## src/rtl/uart_pkg.sv

```systemverilog
// Shared constants and FSM encodings for the ThinPad serial-port responder.
package uart_pkg;

  localparam int unsigned DEFAULT_CLKS_PER_BIT = 96;
  localparam int unsigned DATA_W               = 8;

  typedef enum logic [1:0] {
    ST_IDLE  = 2'd0,
    ST_START = 2'd1,
    ST_DATA  = 2'd2,
    ST_STOP  = 2'd3
  } uart_state_e;

endpackage

```

## src/rtl/uart_rx_core.sv

```systemverilog
// 8N1 receiver: rxd synchroniser, mid-bit sampling FSM, one-cycle valid per good frame.
module uart_rx_core
  import uart_pkg::*;
#(
  parameter int unsigned CLKS_PER_BIT = DEFAULT_CLKS_PER_BIT
) (
  input  logic              clk,
  input  logic              rst,
  input  logic              rxd,
  output logic [DATA_W-1:0] rx_byte,
  output logic              valid
);

  localparam int unsigned CW = $clog2(CLKS_PER_BIT);
  localparam int unsigned BW = $clog2(DATA_W);
  localparam logic [CW-1:0] CNT_LAST = CW'(CLKS_PER_BIT - 1);
  localparam logic [CW-1:0] CNT_MID  = CW'(CLKS_PER_BIT / 2 - 1);
  localparam logic [BW-1:0] BIT_LAST = BW'(DATA_W - 1);

  logic              rxd_s1, rxd_s2, rxd_s3;
  logic              rx_fall;
  uart_state_e       state;
  logic [CW-1:0]     cnt;
  logic [BW-1:0]     bit_idx;
  logic [DATA_W-1:0] shift;

  assign rx_fall = rxd_s3 & ~rxd_s2;

  // Counter restarts at the start-bit midpoint, so every later full period lands mid-bit.
  always_ff @(posedge clk or negedge rst) begin
    if (!rst) begin
      rxd_s1  <= 1'b1;
      rxd_s2  <= 1'b1;
      rxd_s3  <= 1'b1;
      state   <= ST_IDLE;
      cnt     <= '0;
      bit_idx <= '0;
      shift   <= '0;
      rx_byte <= '0;
      valid   <= 1'b0;
    end else begin
      rxd_s1 <= rxd;
      rxd_s2 <= rxd_s1;
      rxd_s3 <= rxd_s2;
      valid  <= 1'b0;
      case (state)
        ST_IDLE: begin
          if (rx_fall) begin
            state <= ST_START;
            cnt   <= '0;
          end
        end
        ST_START: begin
          if (cnt == CNT_MID) begin
            cnt     <= '0;
            bit_idx <= '0;
            state   <= rxd_s2 ? ST_IDLE : ST_DATA;
          end else begin
            cnt <= cnt + 1'b1;
          end
        end
        ST_DATA: begin
          if (cnt == CNT_LAST) begin
            cnt   <= '0;
            shift <= {rxd_s2, shift[DATA_W-1:1]};
            if (bit_idx == BIT_LAST) state <= ST_STOP;
            else                     bit_idx <= bit_idx + 1'b1;
          end else begin
            cnt <= cnt + 1'b1;
          end
        end
        ST_STOP: begin
          if (cnt == CNT_LAST) begin
            cnt   <= '0;
            state <= ST_IDLE;
            if (rxd_s2) begin
              rx_byte <= shift;
              valid   <= 1'b1;
            end
          end else begin
            cnt <= cnt + 1'b1;
          end
        end
        default: state <= ST_IDLE;
      endcase
    end
  end

endmodule

```

## src/rtl/uart_responder.sv

```systemverilog
// Device side of the ThinPad serial-port strobe handshake: THR, 8N1 transmitter, RX holding register and flags.
module uart_responder
  import uart_pkg::*;
#(
  parameter int unsigned CLKS_PER_BIT = DEFAULT_CLKS_PER_BIT
) (
  input  logic              clk,
  input  logic              rst,
  input  logic              rdn,
  input  logic              wrn,
  input  logic [DATA_W-1:0] data_in,
  output logic [DATA_W-1:0] data_out,
  output logic              data_oe,
  output logic              data_ready,
  output logic              tbre,
  output logic              tsre,
  output logic              txd,
  input  logic              rxd,
  output logic              overrun
);

  localparam int unsigned CW = $clog2(CLKS_PER_BIT);
  localparam int unsigned BW = $clog2(DATA_W);
  localparam logic [CW-1:0] CNT_LAST = CW'(CLKS_PER_BIT - 1);
  localparam logic [BW-1:0] BIT_LAST = BW'(DATA_W - 1);

  logic              rdn_s1, rdn_s2, rdn_s3;
  logic              wrn_s1, wrn_s2, wrn_s3;
  logic              rd_rise, wr_rise;
  logic [DATA_W-1:0] shadow;
  logic [DATA_W-1:0] thr;
  logic              thr_full;
  uart_state_e       tx_state;
  logic [CW-1:0]     tx_cnt;
  logic [BW-1:0]     tx_bit;
  logic [DATA_W-1:0] tx_shift;
  logic              tx_load;
  logic              bit_end;
  logic [DATA_W-1:0] rx_byte;
  logic              rx_valid;

  assign data_oe = ~rdn & rst;
  assign rd_rise = rdn_s2 & ~rdn_s3;
  assign wr_rise = wrn_s2 & ~wrn_s3;
  assign tbre    = ~thr_full;
  assign bit_end = (tx_cnt == CNT_LAST);
  assign tx_load = thr_full & ((tx_state == ST_IDLE) | ((tx_state == ST_STOP) & bit_end));

  always_comb begin
    txd = 1'b1;
    case (tx_state)
      ST_START: txd = 1'b0;
      ST_DATA:  txd = tx_shift[0];
      default:  txd = 1'b1;
    endcase
  end

  always_ff @(posedge clk or negedge rst) begin
    if (!rst) begin
      rdn_s1 <= 1'b1;
      rdn_s2 <= 1'b1;
      rdn_s3 <= 1'b1;
      wrn_s1 <= 1'b1;
      wrn_s2 <= 1'b1;
      wrn_s3 <= 1'b1;
      shadow <= '0;
    end else begin
      rdn_s1 <= rdn;
      rdn_s2 <= rdn_s1;
      rdn_s3 <= rdn_s2;
      wrn_s1 <= wrn;
      wrn_s2 <= wrn_s1;
      wrn_s3 <= wrn_s2;
      if (!wrn_s1) shadow <= data_in;
    end
  end

  // A commit coinciding with the TX FSM draining the THR refills it instead of being dropped.
  always_ff @(posedge clk or negedge rst) begin
    if (!rst) begin
      thr      <= '0;
      thr_full <= 1'b0;
    end else if (wr_rise && (!thr_full || tx_load)) begin
      thr      <= shadow;
      thr_full <= 1'b1;
    end else if (tx_load) begin
      thr_full <= 1'b0;
    end
  end

  always_ff @(posedge clk or negedge rst) begin
    if (!rst) begin
      tx_state <= ST_IDLE;
      tx_cnt   <= '0;
      tx_bit   <= '0;
      tx_shift <= '0;
      tsre     <= 1'b1;
    end else begin
      case (tx_state)
        ST_IDLE: begin
          if (thr_full) begin
            tx_shift <= thr;
            tx_cnt   <= '0;
            tsre     <= 1'b0;
            tx_state <= ST_START;
          end
        end
        ST_START: begin
          if (bit_end) begin
            tx_cnt   <= '0;
            tx_bit   <= '0;
            tx_state <= ST_DATA;
          end else begin
            tx_cnt <= tx_cnt + 1'b1;
          end
        end
        ST_DATA: begin
          if (bit_end) begin
            tx_cnt   <= '0;
            tx_shift <= {1'b0, tx_shift[DATA_W-1:1]};
            if (tx_bit == BIT_LAST) tx_state <= ST_STOP;
            else                    tx_bit   <= tx_bit + 1'b1;
          end else begin
            tx_cnt <= tx_cnt + 1'b1;
          end
        end
        ST_STOP: begin
          if (bit_end) begin
            tx_cnt <= '0;
            if (thr_full) begin
              tx_shift <= thr;
              tx_state <= ST_START;
            end else begin
              tsre     <= 1'b1;
              tx_state <= ST_IDLE;
            end
          end else begin
            tx_cnt <= tx_cnt + 1'b1;
          end
        end
        default: tx_state <= ST_IDLE;
      endcase
    end
  end

  // A byte arriving alongside a read-clear wins, and the read still clears overrun.
  always_ff @(posedge clk or negedge rst) begin
    if (!rst) begin
      data_out   <= '0;
      data_ready <= 1'b0;
      overrun    <= 1'b0;
    end else if (rx_valid) begin
      data_out   <= rx_byte;
      data_ready <= 1'b1;
      overrun    <= rd_rise ? 1'b0 : (overrun | data_ready);
    end else if (rd_rise) begin
      data_ready <= 1'b0;
      overrun    <= 1'b0;
    end
  end

  uart_rx_core #(
    .CLKS_PER_BIT(CLKS_PER_BIT)
  ) u_rx (
    .clk     (clk),
    .rst     (rst),
    .rxd     (rxd),
    .rx_byte (rx_byte),
    .valid   (rx_valid)
  );

endmodule

```

## config.mk

```make
export PLATFORM = sky130hd
export DESIGN_NAME = uart_responder
export DESIGN_NICKNAME = d
export VERILOG_FILES = /design/src/rtl/uart_pkg.sv /design/src/rtl/uart_rx_core.sv /design/src/rtl/uart_responder.sv
export SDC_FILE = /design/constraint.sdc
export NUM_CORES = 1
export LEC_CHECK = 0
export ABC_AREA = 1
export BUFFER_PORTS_ARGS = -buffer_cell sky130_fd_sc_hd__buf_2
export CAP_MARGIN = 10
export CORE_ASPECT_RATIO = 1.75
export CORE_MARGIN = 1
export CORE_UTILIZATION = 35
export DETAILED_ROUTE_END_ITERATION = 6
export HOLD_SLACK_MARGIN = 0.15
export PLACE_DENSITY = 0.56
export SETUP_SLACK_MARGIN = 0.15
export SYNTH_ARGS = -nofsm -noshare
export SYNTH_HDL_FRONTEND = slang
export SYNTH_SLANG_ARGS = --single-unit
```

## constraint.sdc

```tcl
create_clock -name clk -period 2.25 [get_ports clk]
set_clock_uncertainty 0.15 [all_clocks]
set_input_delay 0 -clock clk [delete_from_list [all_inputs] [get_ports clk]]
set_output_delay 0 -clock clk [all_outputs]
set_load 0.005 [all_outputs]
```

-- Word-level counts from Yosys, hierarchy flattened
Cells that the tools add are included.
- memories: 0
- RAM bits: 0
- latch bits: 0
- word-level logic and storage cells: 135
- bits of input ports: 13
- bits in registers: 86
- ROM bits: 0
- $add $sub $neg: 4
- multiply operators: 0
- mux-type cells: 47
- bitwise gates (word level): 13
- divide/modulo/power cells: 0
- equal/unequal tests: 24
- order comparisons: 0
- reductions and logical operators: 21
- shifts and indexed selects: 0
- operators with widths (kind ; number):
    two-way mux 7 bit ; 5
    two-way mux 8 bit ; 3
    case mux 8 bit (3 select lines) ; 1
    two-way mux 2 bit ; 11
    case mux 7 bit (3 select lines) ; 1
    two-way mux 3 bit ; 6
    inequality test 2 bit, second input constant ; 8
    case mux 2 bit (4 select lines) ; 2
    adder 7 x 1 -> 7 bit, second input constant ; 2
    == test 7 bit, second input constant ; 2
    case mux 7 bit (2 select lines) ; 1
    two-way mux 1 bit ; 13
    case mux 3 bit (2 select lines) ; 2
    AND reduction 4 bit ; 3
    inequality test 2 x 1 -> 1 bit, second input constant ; 5
    AND reduction 5 bit ; 2
    nonzero test 2 bit ; 5
    == test 2 bit, second input constant ; 4
    == test 7 x 6 -> 1 bit, second input constant ; 1
    adder 3 x 1 -> 3 bit, second input constant ; 2
    bitwise AND 1 bit ; 6
    == test 3 bit, second input constant ; 2
    AND reduction 3 bit ; 2
    NOT 1 bit ; 5
    11 further kinds ; 15

-- Depth between registers and ports, before layout
Gate-level depths: netlist of the first run.
- depth in word-level cells: 7
- gate-level depth with buffers: 10
- depth with buffers taken out: 10

-- Modules after synthesis
From an unflattened synthesis of the first run, not the netlist that was laid out.
- cell total of the unflattened synthesis: 407
- area total of the unflattened synthesis: 3971.3 um^2
- by module, submodules not included (module ; times used ; area an instance (um^2) ; cells each ; seq. area each (um^2)):
    uart_responder ; 1 ; 2397.3 ; 237 ; 1360.1
    uart_rx_core ; 1 ; 1574.0 ; 170 ; 804.5

-- Worst setup path before layout of the first run
Ideal clock, no wire load.
- path type: reg-to-reg
- start point: register tx_state[0]
- end point: register tx_state[0]
- clock period less this slack: 1711 ps
- stages on the path, launching flop included: 8
- arrival time: 1439 ps
- path slack: 539 ps
- path through: dfrtp_1 > inv_1 > ha_1 > clkbuf_1 > o31ai_1 > nand2_2 > nand2_1 > o21ai_1
- word-level cells in the longest chain between the ends: 3
- elaborated cells on any way between the ends: 11
- those cells by class: 8 x eq/ne; 1 x mux; 2 x reduce/logical
- ends and longest elaborated chain (what ; RTL line ; text):
    from (decl) ; uart_responder.sv:33 ; uart_state_e tx_state;
    from (signal assigned) ; uart_responder.sv:93 ; tx_state <= ST_IDLE;
    from (signal assigned) ; uart_responder.sv:105 ; tx_state <= ST_START;
    from (signal assigned) ; uart_responder.sv:112 ; tx_state <= ST_DATA;
    == test 2 bit (tied with other cells) ; uart_responder.sv:99 ; case (tx_state)
    inequality test 2 bit (no source line) ; - ;
    AND reduction 5 bit (no source line) ; - ;
Parallel ways exist; a longest one is shown, timed or not.
A chain may end at the register's enable or synchronous reset.

-- Final worst setup path of the first run
Same ends and word-level chain as after synthesis.

==> results of run 1 <==
cells by family after synthesis:
group / Yosys count / synth area share [%]
buffers and inverters: 47 / 4.90
flip-flops: 86 / 54.7
AO/OA/AOI/OAI: 47 / 8.44
XOR/XNOR: 6 / 1.33
multiplexers: 8 / 2.28
AND/OR/NAND/NOR: 212 / 25.2
adder cells (fa/ha/maj): 10 / 3.16
per-layer routing:
| metal | share of wire (%) | routed length [um] | vias up |
|---|---|---|---|
| met5 | 0 | 0 | - |
| met4 | 2.0 | 147 | 0 |
| met3 | 2.5 | 178 | 12 |
| met2 | 53 | 3810 | 38 |
| met1 | 43 | 3080 | 1334 |
| li1 | - | - | 1430 |
cell type report:
| class | instances | area (um2) | share of cell area [%] |
|---|---|---|---|
| Sequential cell | 86 | 2160 | 45.6 |
| Clock inverter | 3 | 68.8 | 1.45 |
| Timing Repair Buffer | 46 | 330 | 6.96 |
| Inverter | 41 | 154 | 3.24 |
| Multi-Input combinational cell | 283 | 1600 | 33.8 |
| Tap cell | 132 | 165 | 3.48 |
| Clock buffer | 13 | 260 | 5.48 |
synthesized netlist by cell type (all sizes together):
cell type and instances:
a22o 1, nand3b 1, or2 1, inv 40
mux2 8, o31ai 2, o22ai 2, buf 4
nor2 27, ha 10, o21ai 37, xnor2 1
nor3 1, clkinv 1, nand3 33, nand4 3
o21a 1, clkbuf 2, dfstp 10, a21oi 3
xor2 5, dfrtp 76, a21boi 1, nand2 146
final timing paths:
path,from,cells past startpoint,to,slack (ns)
setup reg to reg,tx_state[0],9,tx_state[0],0.40
setup / recovery,tx_state[0],9,tx_state[0],0.40
max in group asynchronous,rst,4,u_rx.rxd_s3,0.84
min in group asynchronous,rst,3,tsre,0.64
hold / removal,rxd,2,u_rx.rxd_s1,0.16
hold reg to reg,u_rx.rxd_s1,0,u_rx.rxd_s2,0.21
sequential cells by signal, indices dropped and copies added (netlist names), 2 cells and up, named ones only:
| register | count |
|---|---|
| tx_bit | 3 |
| u_rx.rx_byte | 8 |
| u_rx.bit_idx | 3 |
| tx_state | 2 |
| thr | 8 |
| u_rx.cnt | 7 |
| u_rx.shift | 8 |
| tx_shift | 8 |
| data_out | 8 |
| tx_cnt | 7 |
| shadow | 8 |
per-stage QoR:
step	std cells	hold slack (ns)
after floorplan	416	-0.446
after global placement	573	-0.145
after detailed placement	573	-0.137
after CTS	604	0.151
after global routing	604	0.164
final	604	0.160
critical path, cell delays in order, from the launching register on:
cell and delay (ns):
dfrtp_1 0.44, inv_1 0.10, ha_1 0.22, inv_1 0.29
or2_2 0.22, nand2_1 0.06, inv_1 0.07, nand2_2 0.07
nand2_1 0.07, o21ai_1 0.06
power by group:
group / internal, mW / switching (mW)
Sequential: 1.83 / 0.249
Combinational: 0.568 / 0.968
Clock: 1.04 / 0.588
Total: 3.44 / 1.81
timing repair:
action,4_1_cts,5_1_grt
endpoints found under the hold margin,95,0
hold buffers,15,0
endpoints found under the setup margin,0,2
gates resized for setup,0,1
cell usage in the layout, fill, tap and decap left out, types with 7 or more instances in the layout:
master and instances:
nand2_1 134, dfrtp_1 76, inv_1 33, nand3_1 29
buf_2 25, nor2_1 18, o21ai_2 16, o21ai_0 15
dlygate4sd3_1 14, nand2_2 10, ha_1 10, dfstp_2 10
clkbuf_16 9, mux2_2 8, inv_2 7
==> flow_summary.ini, run 1 <==
[critical_path]
cp.arrival_ns = 1.92
startpoint_type = flip-flop
required_ns = 2.32
end_kind = flip-flop
critical_path_class = flip-flop to flip-flop
crit_fanout = 11

[grt]
grt_max_degree = 33
busiest_layer = met2
overflow = 0
use_met3_pct = 2.88
antenna_found_initial = 0
groute.usage.overall_pct = 14.3
grt_pass1_wl_mm = 12.6
grt_util_met2_pct = 24.5
grt_pass1_vias = 2874
use_met1_pct = 16.0

[routing]
viasPerCell = 4.66
routed_wl_mm = 7.22
wl_per_cell_um = 12.0
vias = 2814
first_iter_violations = 148
drc = 0
dr.pass1.iters = 4
antenna_left = 0

[timing]
fin_crit_ns = 1.85
period_share_pct = 82.3
relSlewSlack_pct = 72.9
finalSetupViolCount = 0
worstMarginPinSlew_ns = 0.406
rsz0062_at_grt = false
worst_slack_ns = 0.397
setup_tns_ns = 0
fmax_mhz = 540
hold_viol_final = 0
final_max_slew_viol_count = 0

[job]
maxCapViolations = 0

[floorplan]
dieArea_um2 = 11700
die_w_um = 82.4
coreArea_um2 = 11000
die_h_um = 143
initial_utilization_pct = 35.8
placementRows = 51
ios = 27

[final_layout]
fin_area_um2 = 4750
utilization_pct = 43.0
nNetsFinal = 490
n_antenna_cell = 0
drive_above_1_share_pct = 24.4
synthToLayoutAreaGrowth_pct = 20.0
fillers = 1068

[logic_synthesis]
synth_area_leaders = dfrtp_1 48%, nand2_1 13%, dfstp_2 6.6%, nand3_1 3.7%, o21ai_2 3.5%
synth.avg_cell_area_um2 = 9.51
synth_top_area_cell = dfrtp_1
syn_area_um2 = 3960
yosysWarnings = 0
syn_inst = 416
syn_nets = 439
synth.distinct_cells = 37
synth_seq_cells = 86
netlist.area_leader.share_pct = 48.1
yosysSeqAreaShare_pct = 54.7

[cts]
cts_max_level = 3
clockRootBuffer = clkbuf_16
cts_buffers = 9
tritoncts = built
clock_sink_count = 86
cts_buffer_depth = 2
clk_pin_slew_ns = 0.06
clk_latency_ns = 0.34
postCtsSetupRepairBufs = 0

[placement]
dpl.hpwl_mm = 4.99
place_ws_ns = 0.327
globalplace.congestion = 0.785
placedInstanceArea_um2 = 4250
io_buffers = 26

[hold_path]
hold_class = input pin to flip-flop

[power]
vdd_ir_drop_max_mv = 0.490
power_density_nw_per_um2 = 1100
p_leak_nw = 2.35
finalPower_mw = 5.24

[run_status]
outcome = finished clean
Power figures use the tool's default switching activity.
==> run 2: changes to the inputs <==
- PLACE_DENSITY: 0.56 -> 0.58
- clock period: 2.25 -> 1.7 ns (I/O delays scaled with it)
==> run 2 against run 1 <==
Against the previous run: highest routed layer unchanged; the flow now finishes with violations (negative hold slack); fmax grew 17%; combinational power grew 91%; die area is the same; sequential power grew 34%; critical path depth is the same.
==> flow_summary.ini, run 2 (same netlist as run 1, synthesis figures left out) <==
[routing]
topRoutingLayerUsed = met4
met3_length_um = 161
drc = 0
dr_wl_met2_mm = 4.27
routed_wl_mm = 7.80
dr.pass1.iters = 4
wl_per_cell_um = 12.2
wl_met1_mm = 3.14
antenna_left = 0
viasPerCell = 4.66
vias = 2970
first_iter_violations = 131

[critical_path]
cp.arrival_ns = 1.66
r2r_start = u_rx.cnt[1]
required_ns = 1.78
path_buf_inv = 1
critPathTopFamily = simple AND/OR/NAND/NOR gates
crit_fanout = 6
slowest_delay_ns = 0.39
critical_path_class = flip-flop to flip-flop
crit_chain = ha_4 -> nand3_4 -> nor2_8 -> buf_12 -> nor2_2 -> nor2_1 -> nand3_1 -> nand2_1 -> nand2_1
reg2reg_slack_ns = 0.12
startpoint_type = flip-flop
reg2reg_depth = 9
cp_common_cell = nand2_1
end_kind = flip-flop
crit_slowest_cell = dfrtp_1

[timing]
fin_crit_ns = 1.58
period_share_pct = 93.0
setup_tns_ns = 0
rsz0062_at_grt = true
hold_viol_final = 17
fmax_mhz = 633
whs_ns = -0.0621
relSlewSlack_pct = 78.3
worst_slack_ns = 0.120
finalSetupViolCount = 0
final_max_slew_viol_count = 0
worstMarginPinSlew_ns = 0.325

[grt]
overflow = 0
antenna_found_initial = 0
groute.usage.overall_pct = 14.1
grt_pass1_wl_mm = 12.5
grt_pass1_vias = 2859
grt_max_degree = 46

[hold_path]
hold_class = input pin to asynchronous set/reset pin

[final_layout]
n_antenna_cell = 0
fin_area_um2 = 5200
drive_above_1_share_pct = 39.8
synthToLayoutAreaGrowth_pct = 31.5
layout_common_cells = 115 x nand2_1, 73 x dfrtp_1, 30 x buf_4
nNetsFinal = 523
final_common_cell = nand2_1

[cts]
cts_max_level = 3
clk_pin_slew_ns = 0.07
clockRootBuffer = clkbuf_16
clock_sink_count = 86
clk_latency_ns = 0.34
cts.hold.buffers_added = 14
tritoncts = built
cts_buffers = 9
cts_buffer_depth = 2

[floorplan]
coreArea_um2 = 11000
placementRows = 51
ios = 27
initial_utilization_pct = 35.8
die_w_um = 82.4
dieArea_um2 = 11700
die_h_um = 143

[placement]
globalplace.congestion = 0.787
io_buffers = 26
place_ws_ns = -0.00431
dpl.hpwl_mm = 5.01
placedInstanceArea_um2 = 4350

[power]
p_leak_nw = 2.51
vdd_ir_drop_max_mv = 0.751
finalPower_mw = 7.67
power_density_nw_per_um2 = 1470

[run_status]
outcome = finished, violations left
violations = negative hold slack

[job]
maxCapViolations = 0
==> run 2: changes by cell type in the layout (fill, tap and decap cells not counted), sizes merged <==
cell | before | now
buf | 32 | 62
clkbuf | 13 | 11
clkinvlp | 0 | 2
nand2 | 146 | 148
bufinv | 2 | 1
inv | 40 | 41
nand3 | 33 | 34
==> run 2: cell type report <==
cell class	instances	area [um2]
fill	1031	5840
tap	132	165
clock inverter	5	58.8
sequential	86	2170
clock buffer	11	233
inverter	41	161
multi-input combinational	286	1830
timing repair buffer	76	587
==> run 2: worst reg2reg max path: stages, from the launching register on <==
cell and delay, ns:
dfrtp_1 0.39, ha_4 0.17, nand3_4 0.12, nor2_8 0.19, buf_12 0.13, nor2_2 0.03
nor2_1 0.09, nand3_1 0.08, nand2_1 0.07, nand2_1 0.04
==> run 2: worst max-delay path by stage <==
stage,startpoint,endpoint,slack [ns],depth (start not counted)
detailed placement,u_rx.cnt[1],u_rx.shift[4],-0.004,6
CTS,u_rx.cnt[1],u_rx.rx_byte[0],0.13,8
global route,u_rx.cnt[0],u_rx.rx_byte[0],0.02,8
finish,u_rx.cnt[1],flip-flop,0.12,9
floorplan,tx_state[0],tx_shift[7],0.10,8
global placement,u_rx.cnt[1],u_rx.shift[7],0.06,6
==> run 2: metrics by stage <==
step / cells / util (%)
final: 637 / 47.1
after detailed placement: 581 / 39.4
after global routing: 637 / 47.1
after global placement: 581 / 39.4
after floorplan: 416 / -
after CTS: 623 / 44.9
==> run 2: per-layer routing <==
layer,global-route usage (%),vias to the layer above
met4,8.86,0
met1,15.0,1414
met2,24.8,38
met5,0,-
li1,-,1501
met3,2.62,17
==> run 2: what timing repair did <==
action / 4_1_cts / 5_1_grt
setup endpoints to repair: 52 / 56
setup buffers: 11 / 12
pin swaps: 16 / 19
gates cloned: 1 / 2
gates resized for setup: 26 / 44
endpoints found under the hold margin: 98 / 17
==> run 2: power breakdown <==
part	switching (mW)	internal (mW)	total, mW
Clock	0.801	1.14	1.94
Sequential	0.359	2.43	2.79
Combinational	1.67	1.27	2.94
Total	2.83	4.85	7.67
==> run 3: changes to the inputs <==
- PLACE_DENSITY: 0.58 -> 0.56
- clock period: 1.7 -> 1.9 ns (I/O delays scaled with it)
==> run 3 against run 2 <==
Against the previous run: clock power fell by 5%; via count decreased by 4.3%; first-iteration DRC count decreased by 9.9%; clock-buffer cell count fell by 1; fmax fell by 7.8%; final area decreased by 7.0%; sequential share of layout area is 3.1 points higher; cell count fell by 3.9%; die area stayed put; the run now ends clean; non-clock buffer count down 23; sequential power shrank 11%; critical path depth is 3 lower.
==> flow_summary.ini, run 3 (same netlist as run 1, synthesis figures left out) <==
[cts]
cts_max_level = 3
tritoncts = built
clk_pin_slew_ns = 0.06
clockRootBuffer = clkbuf_16
cts_buffer_depth = 2
clock_sink_count = 86
cts_buffers = 9
clk_latency_ns = 0.33

[critical_path]
critPathLaunch = tx_state[1]
critPathTopFamily = flip-flops
critPathCapture = tx_state[0]
slowest_delay_ns = 0.44
reg2reg_depth = 6
startpoint_type = flip-flop
cp.arrival_ns = 1.78
path_buf_inv = 1
crit_slowest_cell = dfrtp_1
r2r_start = tx_state[1]
end_kind = flip-flop
required_ns = 1.96
reg2reg_slack_ns = 0.19
crit_chain = inv_1 -> ha_1 -> o31ai_1 -> nand2_2 -> nand2_1 -> o21ai_1
timing.rr.end = tx_state[0]
critical_path_class = flip-flop to flip-flop
worst-path-stages = 6
crit_fanout = 4

[routing]
antenna_left = 0
routed_wl_mm = 7.25
dr.pass1.iters = 4
viasPerCell = 4.65
vias = 2843
drc = 0
wl_per_cell_um = 11.8
first_iter_violations = 118

[final_layout]
fillers = 1078
drive_above_1_share_pct = 26.5
n_antenna_cell = 0
layout_common_cells = 134 x nand2_1, 75 x dfrtp_1, 31 x inv_1
fin_area_um2 = 4840
final_common_cell = nand2_1
synthToLayoutAreaGrowth_pct = 22.3
nNetsFinal = 498

[power]
p_leak_nw = 2.40
power_frac_seq_pct = 39.5
vdd_ir_drop_max_mv = 0.552
p_int_mw = 4.07
switchingPower_mw = 2.21
power_density_nw_per_um2 = 1300
p_comb_share_pct = 31.1
pwr-share-clk_pct = 29.3
p_sw_share_pct = 35.1

[grt]
grt_pass1_wl_mm = 12.5
groute.usage.overall_pct = 14.0
grt_pass1_vias = 2829
grt_max_degree = 43
antenna_found_initial = 0
overflow = 0

[floorplan]
die_w_um = 82.4
placementRows = 51
die_h_um = 143
ios = 27
dieArea_um2 = 11700
initial_utilization_pct = 35.8
coreArea_um2 = 11000

[timing]
period_share_pct = 90.2
worstMarginPinSlew_ns = 0.690
relSlewSlack_pct = 53.9
hold_viol_final = 0
fmax_mhz = 583
finalSetupViolCount = 0
fin_crit_ns = 1.71
final_max_slew_viol_count = 0
whs_ns = 0.178
rsz0062_at_grt = true
setup_tns_ns = 0

[placement]
placedInstanceArea_um2 = 4290
dpl.hpwl_mm = 4.99
io_buffers = 26
globalplace.congestion = 0.805

[hold_path]
hold_class = input pin to flip-flop

[job]
maxCapViolations = 0

[run_status]
outcome = finished clean
==> run 3: how the worst min path moves through the flow <==
stage / cells past startpoint / slack [ns] / start / end
after floorplan: 0 / -0.45 / rst / asynchronous set/reset pin
after global placement: 1 / -0.27 / rst / tx_cnt[4]
after detailed placement: 1 / -0.26 / rst / tx_cnt[4]
after CTS: 2 / 0.16 / rdn / rdn_s1
after global routing: 2 / 0.19 / rdn / rdn_s1
final: 2 / 0.18 / rdn / rdn_s1
==> run 3: per-stage QoR <==
stage / total power, mW / setup slack, ns / utilization, % / cells
after global placement: 4.27 / 0.153 / 38.8 / 576
after detailed placement: 4.32 / 0.107 / 38.8 / 576
after floorplan: 3.83 / 0.189 / - / 416
final: 6.28 / 0.186 / 43.8 / 612
after global routing: 6.72 / 0.121 / 43.8 / 612
after CTS: 6.27 / 0.157 / 43.4 / 609
==> run 3: area by class of cell <==
| type | instances | area, um2 | share of cell area (%) |
|---|---|---|---|
| sequential | 86 | 2170 | 44.8 |
| multi-input combinational | 284 | 1650 | 34.1 |
| timing repair buffer | 53 | 390 | 8.07 |
| clock buffer | 10 | 229 | 4.73 |
| tap | 132 | 165 | 3.41 |
| inverter | 41 | 154 | 3.18 |
| clock inverter | 6 | 83.8 | 1.73 |
==> run 3: power by group through the flow <==
stage,Combinational [mW],Sequential [mW],Clock (mW)
2_1_floorplan,1.41,2.42,0
3_3_place_gp,1.80,2.47,0
3_5_place_dp,1.84,2.48,0
4_1_cts,1.91,2.46,1.91
5_1_grt,2.23,2.52,1.96
6_report,1.96,2.48,1.84
==> run 3: what timing repair did <==
action / in CTS / in global routing
endpoints found under the setup margin: 14 / 36
hold buffers: 17 / 0
cloned: 0 / 1
buffers inserted: 0 / 2
endpoints found under the hold margin: 98 / 0
pin swaps: 0 / 4
resized for setup: 4 / 8
==> run 3: metal layers <==
| metal | vias to the layer above | track usage [%] | wire [um] |
|---|---|---|---|
| li1 | 1448 | - | - |
| met5 | - | 0 | 0 |
| met2 | 32 | 25.1 | 3990 |
| met3 | 9 | 3.07 | 159 |
| met1 | 1354 | 15.1 | 2990 |
| met4 | 0 | 6.46 | 110 |
